**src/rtl/serial_fifo_writer_pkg.sv**
```systemverilog
// Shared types and sizing helpers for the serial-to-FIFO write path.
package serial_fifo_pkg;

  typedef enum logic [1:0] {
    StIdle  = 2'd0,
    StStart = 2'd1,
    StData  = 2'd2,
    StStop  = 2'd3
  } state_e;

  localparam int unsigned DefaultDataSize  = 4;
  localparam int unsigned DefaultBitCycles = 4;

  function automatic int unsigned half_cycles(int unsigned bit_cycles);
    return bit_cycles / 2;
  endfunction

  function automatic int unsigned idx_width(int unsigned data_size);
    return $clog2(data_size + 1);
  endfunction

  localparam int unsigned DefaultHalf   = half_cycles(DefaultBitCycles);
  localparam int unsigned DefaultIdxW   = idx_width(DefaultDataSize);

endpackage

```
**src/rtl/serial_fifo_writer_if.sv**
```systemverilog
// FIFO write-port bundle between the serial writer (master) and the FIFO (slave).
interface serial_fifo_writer_if #(
  parameter int unsigned DATA_SIZE = 4
) ();

  logic                 fifo_full;
  logic [DATA_SIZE-1:0] fifo_data;
  logic                 fifo_write_mode;
  logic                 fifo_enable;

  modport master (
    input  fifo_full,
    output fifo_data,
    output fifo_write_mode,
    output fifo_enable
  );

  modport slave (
    output fifo_full,
    input  fifo_data,
    input  fifo_write_mode,
    input  fifo_enable
  );

endinterface

```
**src/rtl/serial_fifo_writer_bit_timer.sv**
```systemverilog
// Per-bit cycle counter: mid-start tick at H-1, sample tick at BIT_CYCLES-1.
module serial_bit_timer
  import serial_fifo_pkg::*;
#(
  parameter int unsigned BIT_CYCLES = 4
) (
  input  logic clk_write,
  input  logic reset,
  input  logic clear,
  output logic mid_tick,
  output logic bit_tick
);

  localparam int unsigned H    = half_cycles(BIT_CYCLES);
  localparam int unsigned CntW = (BIT_CYCLES > 2) ? $clog2(BIT_CYCLES) : 1;

  logic [CntW-1:0] cnt_q, cnt_d;

  assign mid_tick = (cnt_q == CntW'(H - 1));
  assign bit_tick = (cnt_q == CntW'(BIT_CYCLES - 1));

  always_comb begin
    cnt_d = cnt_q + CntW'(1);
    if (clear || bit_tick) cnt_d = '0;
  end

  always_ff @(posedge clk_write) begin
    if (reset) cnt_q <= '0;
    else       cnt_q <= cnt_d;
  end

endmodule

```
**src/rtl/serial_fifo_writer.sv**
```systemverilog
// Serial frame receiver feeding the write port of a dual-clock FIFO through a
// one-deep holding register, with framing-error and overflow reporting.
module serial_fifo_writer
  import serial_fifo_pkg::*;
#(
  parameter int unsigned DATA_SIZE   = 4,
  parameter int unsigned BIT_CYCLES  = 4,
  parameter int unsigned COUNT_WIDTH = 8
) (
  input  logic                   clk_write,
  input  logic                   reset,
  input  logic                   ser_in,
  serial_fifo_writer_if.master   fifo,
  output logic                   frame_error,
  output logic                   overflow,
  output logic [COUNT_WIDTH-1:0] word_count
);

  localparam int unsigned IdxW = idx_width(DATA_SIZE);

  state_e                 state_q, state_d;
  logic [IdxW-1:0]        idx_q, idx_d;
  logic [DATA_SIZE-1:0]   shift_q, shift_d;
  logic [DATA_SIZE-1:0]   data_q, data_d;
  logic                   hold_valid_q, hold_valid_d;
  logic                   overflow_q, overflow_d;
  logic                   frame_error_q, frame_error_d;
  logic [COUNT_WIDTH-1:0] count_q, count_d;
  logic                   mid_tick, bit_tick, clear, word_done, write;

  // Counter restarts whenever a state is entered and idles at zero in StIdle.
  assign clear = (state_d != state_q) || (state_q == StIdle);

  serial_bit_timer #(
    .BIT_CYCLES(BIT_CYCLES)
  ) u_timer (
    .clk_write(clk_write),
    .reset    (reset),
    .clear    (clear),
    .mid_tick (mid_tick),
    .bit_tick (bit_tick)
  );

  always_comb begin
    state_d       = state_q;
    idx_d         = idx_q;
    shift_d       = shift_q;
    word_done     = 1'b0;
    frame_error_d = 1'b0;
    unique case (state_q)
      StIdle: if (!ser_in) state_d = StStart;
      StStart: begin
        if (mid_tick) begin
          state_d = ser_in ? StIdle : StData;
          idx_d   = '0;
        end
      end
      StData: begin
        if (bit_tick) begin
          shift_d = {ser_in, shift_q[DATA_SIZE-1:1]};
          if (idx_q == IdxW'(DATA_SIZE - 1)) state_d = StStop;
          else                               idx_d   = idx_q + IdxW'(1);
        end
      end
      StStop: begin
        if (bit_tick) begin
          state_d       = StIdle;
          word_done     = ser_in;
          frame_error_d = ~ser_in;
        end
      end
      default: state_d = StIdle;
    endcase
  end

  assign write = hold_valid_q & ~fifo.fifo_full;

  always_comb begin
    hold_valid_d = hold_valid_q;
    data_d       = data_q;
    overflow_d   = overflow_q;
    count_d      = count_q;
    if (write) begin
      hold_valid_d = 1'b0;
      count_d      = count_q + COUNT_WIDTH'(1);
    end
    // A write on this edge frees the register, so a new word may replace it.
    if (word_done) begin
      if (!hold_valid_q || write) begin
        hold_valid_d = 1'b1;
        data_d       = shift_q;
      end else begin
        overflow_d = 1'b1;
      end
    end
  end

  always_ff @(posedge clk_write) begin
    if (reset) begin
      state_q       <= StIdle;
      idx_q         <= '0;
      shift_q       <= '0;
      data_q        <= '0;
      hold_valid_q  <= 1'b0;
      overflow_q    <= 1'b0;
      frame_error_q <= 1'b0;
      count_q       <= '0;
    end else begin
      state_q       <= state_d;
      idx_q         <= idx_d;
      shift_q       <= shift_d;
      data_q        <= data_d;
      hold_valid_q  <= hold_valid_d;
      overflow_q    <= overflow_d;
      frame_error_q <= frame_error_d;
      count_q       <= count_d;
    end
  end

  assign fifo.fifo_data       = data_q;
  assign fifo.fifo_write_mode = write;
  assign fifo.fifo_enable     = ~reset;
  assign frame_error          = frame_error_q;
  assign overflow             = overflow_q;
  assign word_count           = count_q;

endmodule

```
**src/flat_wrapper.sv**
```systemverilog
// flat-port wrapper written by rule: the top's interface ports become plain ports
module serial_fifo_writer_flat import serial_fifo_pkg::*;
#(
  parameter int unsigned DATA_SIZE   = 4,
  parameter int unsigned BIT_CYCLES  = 4,
  parameter int unsigned COUNT_WIDTH = 8
)
  (clk_write, reset, ser_in, frame_error, overflow, word_count, fifo_fifo_full, fifo_fifo_data, fifo_fifo_write_mode, fifo_fifo_enable);
  serial_fifo_writer_if #(.DATA_SIZE(DATA_SIZE)) fifo_i ();
  input  logic clk_write;
  input  logic reset;
  input  logic ser_in;
  output logic frame_error;
  output logic overflow;
  output logic [COUNT_WIDTH-1:0] word_count;
  input wire logic [$bits(fifo_i.fifo_full)-1:0] fifo_fifo_full;
  output wire logic [$bits(fifo_i.fifo_data)-1:0] fifo_fifo_data;
  output wire logic [$bits(fifo_i.fifo_write_mode)-1:0] fifo_fifo_write_mode;
  output wire logic [$bits(fifo_i.fifo_enable)-1:0] fifo_fifo_enable;
  assign fifo_i.fifo_full = fifo_fifo_full;
  assign fifo_fifo_data = fifo_i.fifo_data;
  assign fifo_fifo_write_mode = fifo_i.fifo_write_mode;
  assign fifo_fifo_enable = fifo_i.fifo_enable;
  serial_fifo_writer #(.DATA_SIZE(DATA_SIZE), .BIT_CYCLES(BIT_CYCLES), .COUNT_WIDTH(COUNT_WIDTH)) u_core (.clk_write(clk_write), .reset(reset), .ser_in(ser_in), .fifo(fifo_i), .frame_error(frame_error), .overflow(overflow), .word_count(word_count));
endmodule
```
**config.mk**
```make
export PLATFORM = sky130hd
export DESIGN_NAME = serial_fifo_writer_flat
export DESIGN_NICKNAME = d
export VERILOG_FILES = /design/src/rtl/serial_fifo_writer_pkg.sv /design/src/rtl/serial_fifo_writer_if.sv /design/src/rtl/serial_fifo_writer_bit_timer.sv /design/src/rtl/serial_fifo_writer.sv /design/src/flat_wrapper.sv
export SDC_FILE = /design/constraint.sdc
export NUM_CORES = 1
export LEC_CHECK = 0
export BUFFER_PORTS_ARGS = -buffer_cell sky130_fd_sc_hd__buf_2
export CAP_MARGIN = 20
export CORE_MARGIN = 3
export CORE_UTILIZATION = 55
export CTS_CLUSTER_SIZE = 16
export DETAILED_ROUTE_END_ITERATION = 8
export GPL_ROUTABILITY_DRIVEN = 0
export PLACE_DENSITY = 0.79
export SYNTH_ARGS = -nofsm -noshare
export SYNTH_HDL_FRONTEND = slang
export SYNTH_HIERARCHICAL = 1
export SYNTH_SLANG_ARGS = --single-unit
```
**constraint.sdc**
```tcl
create_clock -name clk_write -period 2.8 [get_ports clk_write]
set_input_delay 0.28 -clock clk_write [delete_from_list [all_inputs] [get_ports clk_write]]
set_output_delay 0.28 -clock clk_write [all_outputs]
set_load 0.01 [all_outputs]
```
==> flow_summary_export.csv <==
group,metric,value,unit
global_routing,gr-usage-all-layers,0.185,
routing,vias,914,
routing,drc_errors,0,
floorplan,core,1840,um^2
critical_path,cp_max_fo,8,
cells_and_area,n_antenna_cell,0,
clocking,clockBufferDepth,2,
critical_path,rr_endpoint,"u_core/fifo.fifo_data[2]",
global_routing,gr-max-usage-layer,"met2",
clocking,post_cts_resized,0,
critical_path,cp.buffers_inverters,0,
critical_path,crit_slowest_cell,"dfxtp_1",
synth,syn_area_per_cell,9.44,um^2
synth,yosys.area.top_type,"dfxtp_1",
floorplan,dieArea,2680,um^2
clocking,clock-sinks,26,
hold_path,worstHoldStart,"ser_in",
sta,hold_viol,0,
sta,period_share,0.575,
clocking,cts_htree_levels,1,
placed_design,place_area,1230,um^2
cells_and_area,regArea,520,um^2
critical_path,r2r_slack,1.19,ns
critical_path,critical_path_class,"flip-flop to flip-flop",
synth,ys.flop_type,"dfxtp_1",
critical_path,r2r-start,"u_core/u_timer/cnt_q[0]",
global_routing,grt_util_met1,0.230,
global_routing,antenna_found_initial,0,
synth,synthCells,122,
clocking,clk_pin_slew_worst_paths,0.14,ns
routing,viasPerCell,5.61,
floorplan,start_util,0.626,
cells_and_area,syn_to_final_growth,11.8,%
cells_and_area,nets,148,
clocking,cts-root-buf,"clkbuf_4",
synth,synth_cell_types,30,
synth,synth_seq_area_share,0.452,
synth,synth-edff-count,0,
global_routing,use_met3,0.0372,
critical_path,rr_worst_depth,4,
clocking,numCtsBuffers,3,
floorplan,chipWidth,51.8,um
critical_path,slowest_delay,0.39,ns
synth,netlist_top_cells_count,"26 x dfxtp_1, 13 x nand2_1, 10 x a21oi_1, 10 x nor2_1, 9 x mux2i_1",
sta,slew_violations,0,
synth,ys.warnings.count,6,
critical_path,required,3.05,ns
critical_path,cp-start-kind,"flip-flop",
placed_design,port_buffers,19,
cells_and_area,drive_above_1_share,0.181,
floorplan,rows,15,
routing,drt.antenna.violating_nets,0,
routing,drt-wirelength-per-cell,13.3,um
global_routing,grt_start_max_net_pins,22,
critical_path,cp-end-kind,"flip-flop",
placed_design,place_ws,1.21,ns
sta,setup_ws,1.19,ns
critical_path,path_cells,"ha_1 > nand4_1 > a21oi_2 > mux2i_1",
clocking,cts_hold_buffers,0,
placed_design,dp_hpwl,1.56,mm
sta,setup_violations,0,
clocking,tritoncts,"done",
sta,max_freq,0.622,GHz
power_and_ir_drop,ir_worst_vdd,0.393,mV
global_routing,grt_overflow,0,
sta,tightest_slew,0.466,ns
global_routing,grt_pass1_wl,3.78,mm
synth,yosys-top-cells-area,"dfxtp_1 45%, mux2i_1 7.8%, ha_1 5.4%",
clocking,post_cts_buffers,0,
sta,fin_worst_skew,0.00370,ns
routing,dr.pass1.iters,4,
floorplan,io_pins,20,
run,max_cap_violations,0,
sta,slew_headroom,0.689,
sta,tns,0,ns
hold_path,holdPathStages,2,
critical_path,path_delay_family,"flip-flops",
floorplan,dieHeight,51.8,um
sta,rsz0062_at_grt,"no",
sta,period_needed,1.61,ns
critical_path,cp.arrival,1.86,ns
cells_and_area,multi_input_area,573,um^2
power_and_ir_drop,p_per_area,512,nW/um^2
cells_and_area,final_area,1290,um^2
synth,synthDominantCellAreaShare,0.452,
clocking,clk_latency,0.32,ns
synth,ys_ff_latch,26,
synth,async_reset_ff_frac,0,
cells_and_area,fillers,164,
global_routing,first_global_vias,850,
routing,routed_wl,2.16,mm
sta,timing.hold.ws,0.180,ns
hold_path,min_to,"u_core/frame_error",
hold_path,hold_path.class,"input pin to flip-flop",
synth,yosysMostFrequentCell,"dfxtp_1",
synth,syn_nets,131,
status,status,"complete, no violations",
power_and_ir_drop,leakage,0.566,nW
routing,drt_iter0_drc,18,
synth,synth_area,1150,um^2
global_routing,gr-usage-met2,0.326,
## how the worst max path moves through the flow
stage          cells past startpoint                  endpoint  slack, ns                    start
6_report                           4  u_core/fifo.fifo_data[2]       1.19  u_core/u_timer/cnt_q[0]
5_1_grt                            4  u_core/fifo.fifo_data[0]       1.05  u_core/u_timer/cnt_q[0]
4_1_cts                            4  u_core/fifo.fifo_data[2]       1.18  u_core/u_timer/cnt_q[0]
2_1_floorplan                      5           u_core/idx_q[1]       1.43  u_core/u_timer/cnt_q[0]
3_5_place_dp                       4  u_core/fifo.fifo_data[2]       1.21  u_core/u_timer/cnt_q[0]
3_3_place_gp                       4      u_core/word_count[6]       1.30           fifo_fifo_full
## layout by cell type (no fill, tap or decap)
cell type  Yosys  routed
a311oi_1       1       1
o21ai_0        3       3
buf_2          1      19
a21oi_2        1       1
nor2_1        10      10
nor4b_1        1       1
o31a_1         1       1
or3b_1         1       1
nand3b_4       1       1
nand4_1        2       2
xor2_1         2       2
ha_1           5       5
nand3b_1       2       2
bufinv_16      0       1
a32oi_1        1       1
nand2_1       13      13
clkbuf_4       0       3
o21a_1         2       2
a21oi_1       10      10
o31ai_1        2       2
o221ai_1       3       3
dfxtp_1       26      26
nand2b_1       3       3
nand3_1        2       2
nor3b_1        1       1
nor4_1         3       3
mux2i_1        9       9
inv_1          4       4
or3_1          4       4
or4_1          2       2
## per-stage QoR
stage	instances	total power, mW	util
finish	163	0.659	0.700
global route	163	0.682	0.700
CTS	163	0.665	0.700
detailed placement	159	0.411	0.671
global placement	159	0.410	0.671
floorplan	122	0.406	-
## registers in the layout, summed over array words and instances (netlist names)
register,cells
u_core/state_q,2
u_core/fifo.fifo_data,4
u_core/idx_q,3
u_core/word_count,8
u_core/shift_q,4
u_core/u_timer/cnt_q,2
u_core/hold_valid_q,1
u_core/frame_error,1
u_core/overflow,1
## cell type report
cell class | count | share of cell area
sequential | 26 | 0.404
timing repair buffer | 19 | 0.0739
clock buffer | 3 | 0.0175
inverter | 4 | 0.0117
multi-input combinational | 85 | 0.445
tap | 25 | 0.0243
clock inverter | 1 | 0.0233
## worst register-to-register path: stages, from the launching register on
cell,delay (ns)
dfxtp_1,0.39
ha_1,0.34
nand4_1,0.22
a21oi_2,0.33
mux2i_1,0.26
## kinds of logic (layout without fill, tap and decap cells)
kind of cell               Yosys count  in the layout  synth area share
and+or+nand+nor                     45             45             0.214
DFF                                 26             26             0.452
AOI/OAI and AO/OA                   24             24             0.136
buffers and inverters               11             27            0.0500
muxes                                9              9            0.0783
adders and majority gates            5              5            0.0543
xor gates and xnor gates             2              2            0.0152
## routing by layer
metal  vias to the layer above  part of all wire
li1                        467                 -
met1                       428              0.47
met2                        17              0.48
met3                         2             0.038
met4                         0            0.0074
met5                         -                 0
## power breakdown
part	switching, mW	internal [mW]	total (mW)
logic	0.0147	0.00983	0.0246
clock network	0.111	0.145	0.255
registers	0.00560	0.373	0.379
total	0.131	0.528	0.659
Note: power is estimated with default switching activity, not from simulation.
